$ cat config.mk
export PLATFORM = sky130hd
export DESIGN_NAME = store_unit
export DESIGN_NICKNAME = d
export VERILOG_FILES = /design/src/rtl/store_pkg.sv /design/src/rtl/store_fifo.sv /design/src/rtl/store_unit.sv
export SDC_FILE = /design/constraint.sdc
export NUM_CORES = 1
export LEC_CHECK = 0
export ABC_CLOCK_PERIOD_IN_PS = 5100
export CORE_MARGIN = 2
export CORE_UTILIZATION = 50
export CTS_CLUSTER_SIZE = 40
export DETAILED_ROUTE_END_ITERATION = 8
export PLACE_DENSITY = 0.79
export SYNTH_ARGS = -nofsm -noshare
export SYNTH_HDL_FRONTEND = slang
export SYNTH_SLANG_ARGS = --single-unit
$ cat constraint.sdc
create_clock -name clk -period 5.1 [get_ports clk]
set_input_delay 1.02 -clock clk [delete_from_list [all_inputs] [get_ports clk]]
set_output_delay 1.02 -clock clk [all_outputs]
set_load 0.05 [all_outputs]
$ cat src/rtl/store_pkg.sv
// Shared definitions for the store path: funct3 encodings, FSM states and the
// byte-strobe helper used for both accept-time checks and lane formation.
package store_pkg;

  localparam logic [2:0] F3_SB = 3'b000;
  localparam logic [2:0] F3_SH = 3'b001;
  localparam logic [2:0] F3_SW = 3'b010;
  localparam logic [2:0] F3_SD = 3'b011;

  typedef enum logic [1:0] {
    ST_IDLE  = 2'd0,
    ST_BEAT0 = 2'd1,
    ST_BEAT2 = 2'd3,
    ST_BEAT1 = 2'd2
  } state_e;

  // Byte strobes of a store of the given width, shifted to lane 'off'. The
  // result is two words wide (up to 8 lanes each) so that any bytes spilling
  // past the first word land in the upper half.
  function automatic logic [15:0] lane_strobe(input logic [2:0] funct3,
                                              input logic [2:0] off);
    logic [15:0] m;
    m = 16'h0000;
    if (!funct3[2]) begin
      unique case (funct3[1:0])
        2'd0: m = 16'h0001;
        2'd1: m = 16'h0003;
        2'd2: m = 16'h000F;
        2'd3: m = 16'h00FF;
      endcase
    end
    return m << off;
  endfunction

endpackage

$ cat src/rtl/store_fifo.sv
// Generic synchronous request FIFO with full/empty/count status. Storage is
// not reset; only pointers and occupancy are.
module store_fifo #(
  parameter int WIDTH = 8,
  parameter int DEPTH = 2,
  parameter int CNT_W = $clog2(DEPTH) + 1
) (
  input  logic             clk,
  input  logic             rst_n,
  input  logic             push_i,
  input  logic             pop_i,
  input  logic [WIDTH-1:0] wdata_i,
  output logic [WIDTH-1:0] rdata_o,
  output logic             full_o,
  output logic             empty_o,
  output logic [CNT_W-1:0] count_o
);

  localparam int PTR_W = (DEPTH > 1) ? $clog2(DEPTH) : 1;

  logic [WIDTH-1:0] mem_q [DEPTH];
  logic [PTR_W-1:0] wr_ptr_q, rd_ptr_q;
  logic [CNT_W-1:0] count_q;
  logic             push_ok, pop_ok;

  function automatic logic [PTR_W-1:0] ptr_inc(input logic [PTR_W-1:0] p);
    return (p == PTR_W'(DEPTH - 1)) ? '0 : p + PTR_W'(1);
  endfunction

  assign full_o  = (count_q == CNT_W'(DEPTH));
  assign empty_o = (count_q == '0);
  assign count_o = count_q;
  assign rdata_o = mem_q[rd_ptr_q];
  assign push_ok = push_i && !full_o;
  assign pop_ok  = pop_i && !empty_o;

  always_ff @(posedge clk) begin
    if (push_ok) mem_q[wr_ptr_q] <= wdata_i;
  end

  always_ff @(posedge clk or negedge rst_n) begin
    if (!rst_n) begin
      wr_ptr_q <= '0;
      rd_ptr_q <= '0;
      count_q  <= '0;
    end else begin
      if (push_ok) wr_ptr_q <= ptr_inc(wr_ptr_q);
      if (pop_ok)  rd_ptr_q <= ptr_inc(rd_ptr_q);
      unique case ({push_ok, pop_ok})
        2'b10:   count_q <= count_q + CNT_W'(1);
        2'b01:   count_q <= count_q - CNT_W'(1);
        default: count_q <= count_q;
      endcase
    end
  end

endmodule

$ cat src/rtl/store_unit.sv
// Store path from execute to the data-memory write port: legality checks,
// request FIFO, byte-lane alignment and a valid/ready beat FSM.
// Optional: define STORE_MISALIGN_SPLIT_EN to split word-crossing stores into two beats.
module store_unit
  import store_pkg::*;
#(
  parameter int XLEN   = 32,
  parameter int ADDR_W = 32,
  parameter int DEPTH  = 2
) (
  input  logic              clk,
  input  logic              rst_n,
  input  logic              req_valid,
  output logic              req_ready,
  input  logic [ADDR_W-1:0] req_addr,
  input  logic [XLEN-1:0]   req_wdata,
  input  logic [2:0]        req_funct3,
  output logic              mem_valid,
  input  logic              mem_ready,
  output logic [ADDR_W-1:0] mem_addr,
  output logic [XLEN-1:0]   mem_wdata,
  output logic [XLEN/8-1:0] mem_wstrb,
  output logic              misalign_exc,
  output logic              illegal_exc,
  output logic              busy
);

  localparam int NB    = XLEN / 8;
  localparam int OFF   = $clog2(NB);
  localparam int ENT_W = ADDR_W + XLEN + 3;
  localparam int CNT_W = $clog2(DEPTH) + 1;

  state_e            state_q, state_d;
  logic              rdy_en_q;
  logic              illegal_q, misal_q, misal_d;
  logic              accept, req_illegal, push, pop, more;
  logic              full, empty;
  logic [CNT_W-1:0]  count;
  logic [ENT_W-1:0]  head;

  // req_ready is held low until the first clock after reset release.
  assign req_ready   = rdy_en_q && !full;
  assign accept      = req_valid && req_ready;
  assign req_illegal = req_funct3[2] || ((req_funct3 == F3_SD) && (XLEN == 32));

`ifdef STORE_MISALIGN_SPLIT_EN
  assign push    = accept && !req_illegal;
  assign misal_d = 1'b0;
`else
  logic [3:0] req_off, req_size;
  logic       req_misal;

  assign req_off   = 4'(req_addr[OFF-1:0]);
  assign req_size  = 4'd1 << req_funct3[1:0];
  assign req_misal = ((req_off + req_size) > 4'(NB)) ||
                     ((req_off & (req_size - 4'd1)) != 4'd0);
  assign push      = accept && !req_illegal && !req_misal;
  assign misal_d   = accept && !req_illegal && req_misal;
`endif

  store_fifo #(
    .WIDTH (ENT_W),
    .DEPTH (DEPTH),
    .CNT_W (CNT_W)
  ) u_fifo (
    .clk     (clk),
    .rst_n   (rst_n),
    .push_i  (push),
    .pop_i   (pop),
    .wdata_i ({req_addr, req_wdata, req_funct3}),
    .rdata_o (head),
    .full_o  (full),
    .empty_o (empty),
    .count_o (count)
  );

  logic [ADDR_W-1:0] h_addr, base_addr, beat_addr;
  logic [XLEN-1:0]   h_wdata, h_data_m, data_mask, beat_wdata;
  logic [2:0]        h_funct3, h_off3;
  logic [OFF-1:0]    h_off;
  logic [NB-1:0]     size_bytes, beat_strb;

  assign {h_addr, h_wdata, h_funct3} = head;
  assign h_off      = h_addr[OFF-1:0];
  assign h_off3     = 3'(h_off);
  assign base_addr  = {h_addr[ADDR_W-1:OFF], {OFF{1'b0}}};
  assign size_bytes = NB'(lane_strobe(h_funct3, 3'd0));

  always_comb begin
    data_mask = '0;
    for (int i = 0; i < XLEN; i++) data_mask[i] = size_bytes[i/8];
  end

  assign h_data_m = h_wdata & data_mask;

`ifdef STORE_MISALIGN_SPLIT_EN
  logic [2*XLEN-1:0] wide;
  logic [2*NB-1:0]   strb_full;
  logic              split_need, in_beat1;

  // Shift into a double-width word; the upper half is the second beat.
  assign wide       = {{XLEN{1'b0}}, h_data_m} << {h_off, 3'b000};
  assign strb_full  = (2*NB)'(lane_strobe(h_funct3, h_off3));
  assign split_need = |strb_full[2*NB-1:NB];
  assign in_beat1   = (state_q == ST_BEAT1);
  assign beat_addr  = in_beat1 ? base_addr + ADDR_W'(NB) : base_addr;
  assign beat_wdata = in_beat1 ? wide[2*XLEN-1:XLEN] : wide[XLEN-1:0];
  assign beat_strb  = in_beat1 ? strb_full[2*NB-1:NB] : strb_full[NB-1:0];
`else
  assign beat_addr  = base_addr;
  assign beat_wdata = h_data_m << {h_off, 3'b000};
  assign beat_strb  = NB'(lane_strobe(h_funct3, h_off3));
`endif

  // A concurrent accept counts as a remaining entry so beats stay back-to-back.
  assign more = (count > CNT_W'(1)) || push;

  always_comb begin
    state_d = state_q;
    pop     = 1'b0;
    unique case (state_q)
      ST_IDLE: begin
        if (!empty) state_d = ST_BEAT0;
      end
      ST_BEAT0: begin
        if (mem_ready) begin
`ifdef STORE_MISALIGN_SPLIT_EN
          if (split_need) begin
            state_d = ST_BEAT1;
          end else begin
            pop     = 1'b1;
            state_d = more ? ST_BEAT0 : ST_IDLE;
          end
`else
          pop     = 1'b1;
          state_d = more ? ST_BEAT0 : ST_IDLE;
`endif
        end
      end
`ifdef STORE_MISALIGN_SPLIT_EN
      ST_BEAT1: begin
        if (mem_ready) begin
          pop     = 1'b1;
          state_d = more ? ST_BEAT0 : ST_IDLE;
        end
      end
`endif
      default: state_d = ST_IDLE;
    endcase
  end

  always_ff @(posedge clk or negedge rst_n) begin
    if (!rst_n) begin
      state_q   <= ST_IDLE;
      rdy_en_q  <= 1'b0;
      illegal_q <= 1'b0;
      misal_q   <= 1'b0;
    end else begin
      state_q   <= state_d;
      rdy_en_q  <= 1'b1;
      illegal_q <= accept && req_illegal;
      misal_q   <= misal_d;
    end
  end

  assign mem_valid    = (state_q != ST_IDLE);
  assign mem_addr     = mem_valid ? beat_addr  : '0;
  assign mem_wdata    = mem_valid ? beat_wdata : '0;
  assign mem_wstrb    = mem_valid ? beat_strb  : '0;
  assign misalign_exc = misal_q;
  assign illegal_exc  = illegal_q;
  assign busy         = (count != '0) || (state_q != ST_IDLE);

endmodule

==> results_dict.tcl <==
set metrics [dict create \
    rr_startpoint "u_fifo.count_o[0]$_DFFE_PN0P_" \
    cp-startpoint "u_fifo.rd_ptr_q$_DFFE_PN0P_" \
    ys_warn_count 0 \
    r2r_end "u_fifo.mem_q[0][21]$_DFFE_PP_" \
    grt_max_degree 59 \
    synth_area_sq_um 6100 \
    yosysUniqueCellTypes 39 \
    hold_slack_ps 517 \
    die-area_sq_um 13100 \
    grtUsageTotal_pct 21.4 \
    total_power_mw 4.47 \
    dp_hpwl_um 9220 \
    cts.sinks 142 \
    core_sq_um 12000 \
    clock_path_buffers 2 \
    maxCapViolations 0 \
    fillCellCount 839 \
    cts_resized 0 \
    crit_fanout 48 \
    num-nets-final 647 \
    ys_ff_latch 142 \
    cts_max_level 4 \
    status "completed" \
    preCtsSetupSlack_ps 691 \
    fin_crit_sh_pct 95.7 \
    ff2ff_setup_slack_ps 2760 \
    synthCells 426 \
    start_util_pct 51.0 \
    synth_commonest_cells "edfxtp_1, nor2_1, mux2i_1" \
    rsz0062_at_grt "no" \
    hold_buffers 0 \
    cts_buffers 17 \
    io_pins 144 \
    final-hold-violation-count 0 \
    cp-start-kind "flip-flop" \
    worst_pin_slew_ps 854 \
    antenna_found_initial 0 \
    grt_pass1_wl_um 21000 \
    clk_latency_ps 410 \
    root_buffer "clkbuf_16" \
    cts.clk_slew.worst_paths_ps 60 \
    seqCellArea_sq_um 4230 \
    powerDensity_nw_per_um2 543 \
    vias 4055 \
    peakVddDrop_v 0.000399 \
    row_count 40 \
    avgSynthCellArea_sq_um 14.3 \
    cp.required_ps 4080 \
    cp_data_arrival_time_ps 3860 \
    min_path_type "reg -> reg" \
    path_class "reg -> out" \
    seq_area_frac_synth_pct 69.3 \
    fin_skew_ps 7.10 \
    wl_per_cell_um 18.6 \
    drtPass1Iterations 5 \
    max_slew_margin_pct 42.8 \
    die_h_um 114 \
    gp_congestion 0.938 \
    io_buffers 141 \
    first_global_vias 4121 \
    synth_top_cell_by_area "edfxtp_1" \
    ys.flop_type "edfxtp_1" \
    crit_path_end "mem_wdata[29]" \
    max_freq_mhz 205 \
    die-width_um 114 \
    viasPerCell 5.56 \
    cts_setup_buffers 0 \
    fin_crit_ps 4880 \
    diodes 0 \
    finalSetupTns_ps 0 \
    postLayoutCoreUtil_pct 68.9 \
    synthArstFlopShare_pct 5.63 \
    synth_area_leaders "edfxtp_1, mux2i_1, dfrtp_1" \
    tritoncts "yes" \
    area_growth_pct 35.1 \
    overflow 0 \
    ant_nets 0 \
    synth.most_common_cell "edfxtp_1" \
    slew_violations 0 \
    rr_worst_depth 7 \
    power_leakage_nw 2.94 \
    fin_ws_ps 219 \
    netlist.area_leader.share_pct 66.0 \
    drc 0 \
    drtIter0Drc 404 \
    synth_edf_count 134 \
    multi_input_area_sq_um 1720 \
    end_kind "output port" \
    final_layout_size_suffix_gt1_share_pct 10.5 \
    drt-total-wl_um 13600 \
    setup_viol 0 \
]
layout by cell type (no fill, tap or decap), types with 11 or more instances in the layout:
| cell type | n |
|---|---|
| clkdlybuf4s50_1 | 141 |
| edfxtp_1 | 134 |
| nor2_1 | 45 |
| mux2i_1 | 40 |
| nand2_1 | 34 |
| mux2_2 | 17 |
| clkbuf_16 | 17 |
| o22ai_1 | 16 |
| a21oi_1 | 12 |
| o21ai_0 | 11 |
layout make-up:
type	instances	share of cell area (%)
Clock inverter	14	2.05
Timing Repair Buffer	146	17.9
Tap cell	147	2.23
Clock buffer	18	5.21
Sequential cell	142	51.3
Inverter	10	0.456
Multi-Input combinational cell	252	20.8
report_power, final:
part	switching (mW)	internal, mW
clock	0.458	0.767
combinational	1.17	0.653
sequential	0.106	1.32
critical path: stages, from the launching register on:
cell and delay [ps]:
dfrtp_4 820, mux2_2 520, or2_1 500, nand2b_1 440, o22ai_1 300, clkdlybuf4s50_1 850
through the flow:
step / cells / instance area, sq um
finish: 729 / 8240
detailed placement: 697 / 7640
CTS: 729 / 8240
global route: 729 / 8240
floorplan: 427 / 6100
global placement: 697 / 7640
layer usage:
metal  vias to the layer above  wire, um  track usage (%)
li1                       1873         -                -
met1                      1937      5440             27.5
met2                       224      6620             34.6
met3                        21      1300             7.04
met4                         0       227             6.91
met5                         -         0                0
worst min-delay path by stage:
stage                                   from                            end  slack (ps)  cells after the start
3_5_place_dp   u_fifo.count_o[0]$_DFFE_PN0P_  u_fifo.count_o[0]$_DFFE_PN0P_         510                      1
4_1_cts        u_fifo.count_o[0]$_DFFE_PN0P_  u_fifo.count_o[0]$_DFFE_PN0P_         520                      1
2_1_floorplan  u_fifo.count_o[0]$_DFFE_PN0P_  u_fifo.count_o[0]$_DFFE_PN0P_         470                      1
6_report       u_fifo.count_o[0]$_DFFE_PN0P_  u_fifo.count_o[0]$_DFFE_PN0P_         520                      1
3_3_place_gp   u_fifo.count_o[0]$_DFFE_PN0P_  u_fifo.count_o[0]$_DFFE_PN0P_         490                      1
5_1_grt        u_fifo.count_o[0]$_DFFE_PN0P_  u_fifo.count_o[0]$_DFFE_PN0P_         540                      1
sequential cells by signal, indices dropped and copies added (netlist names):
register / count
u_fifo.rd_ptr_q: 1
u_fifo.mem_q: 134
rdy_en_q: 1
state_q: 1
misalign_exc: 1
u_fifo.wr_ptr_q: 1
illegal_exc: 1
u_fifo.count_o: 2
cells by family after synthesis:
group | count (synthesis) | share of synthesized area [%]
other | 2 | 0.123
muxes | 57 | 9.71
buffers and inverters | 33 | 2.77
xor gates and xnor gates | 5 | 0.718
and+or+nand+nor | 118 | 8.87
AOI/OAI and AO/OA | 62 | 6.98
DFF | 142 | 69.3
adders and majority gates | 7 | 1.56
Note: power is estimated with default switching activity, not from simulation.
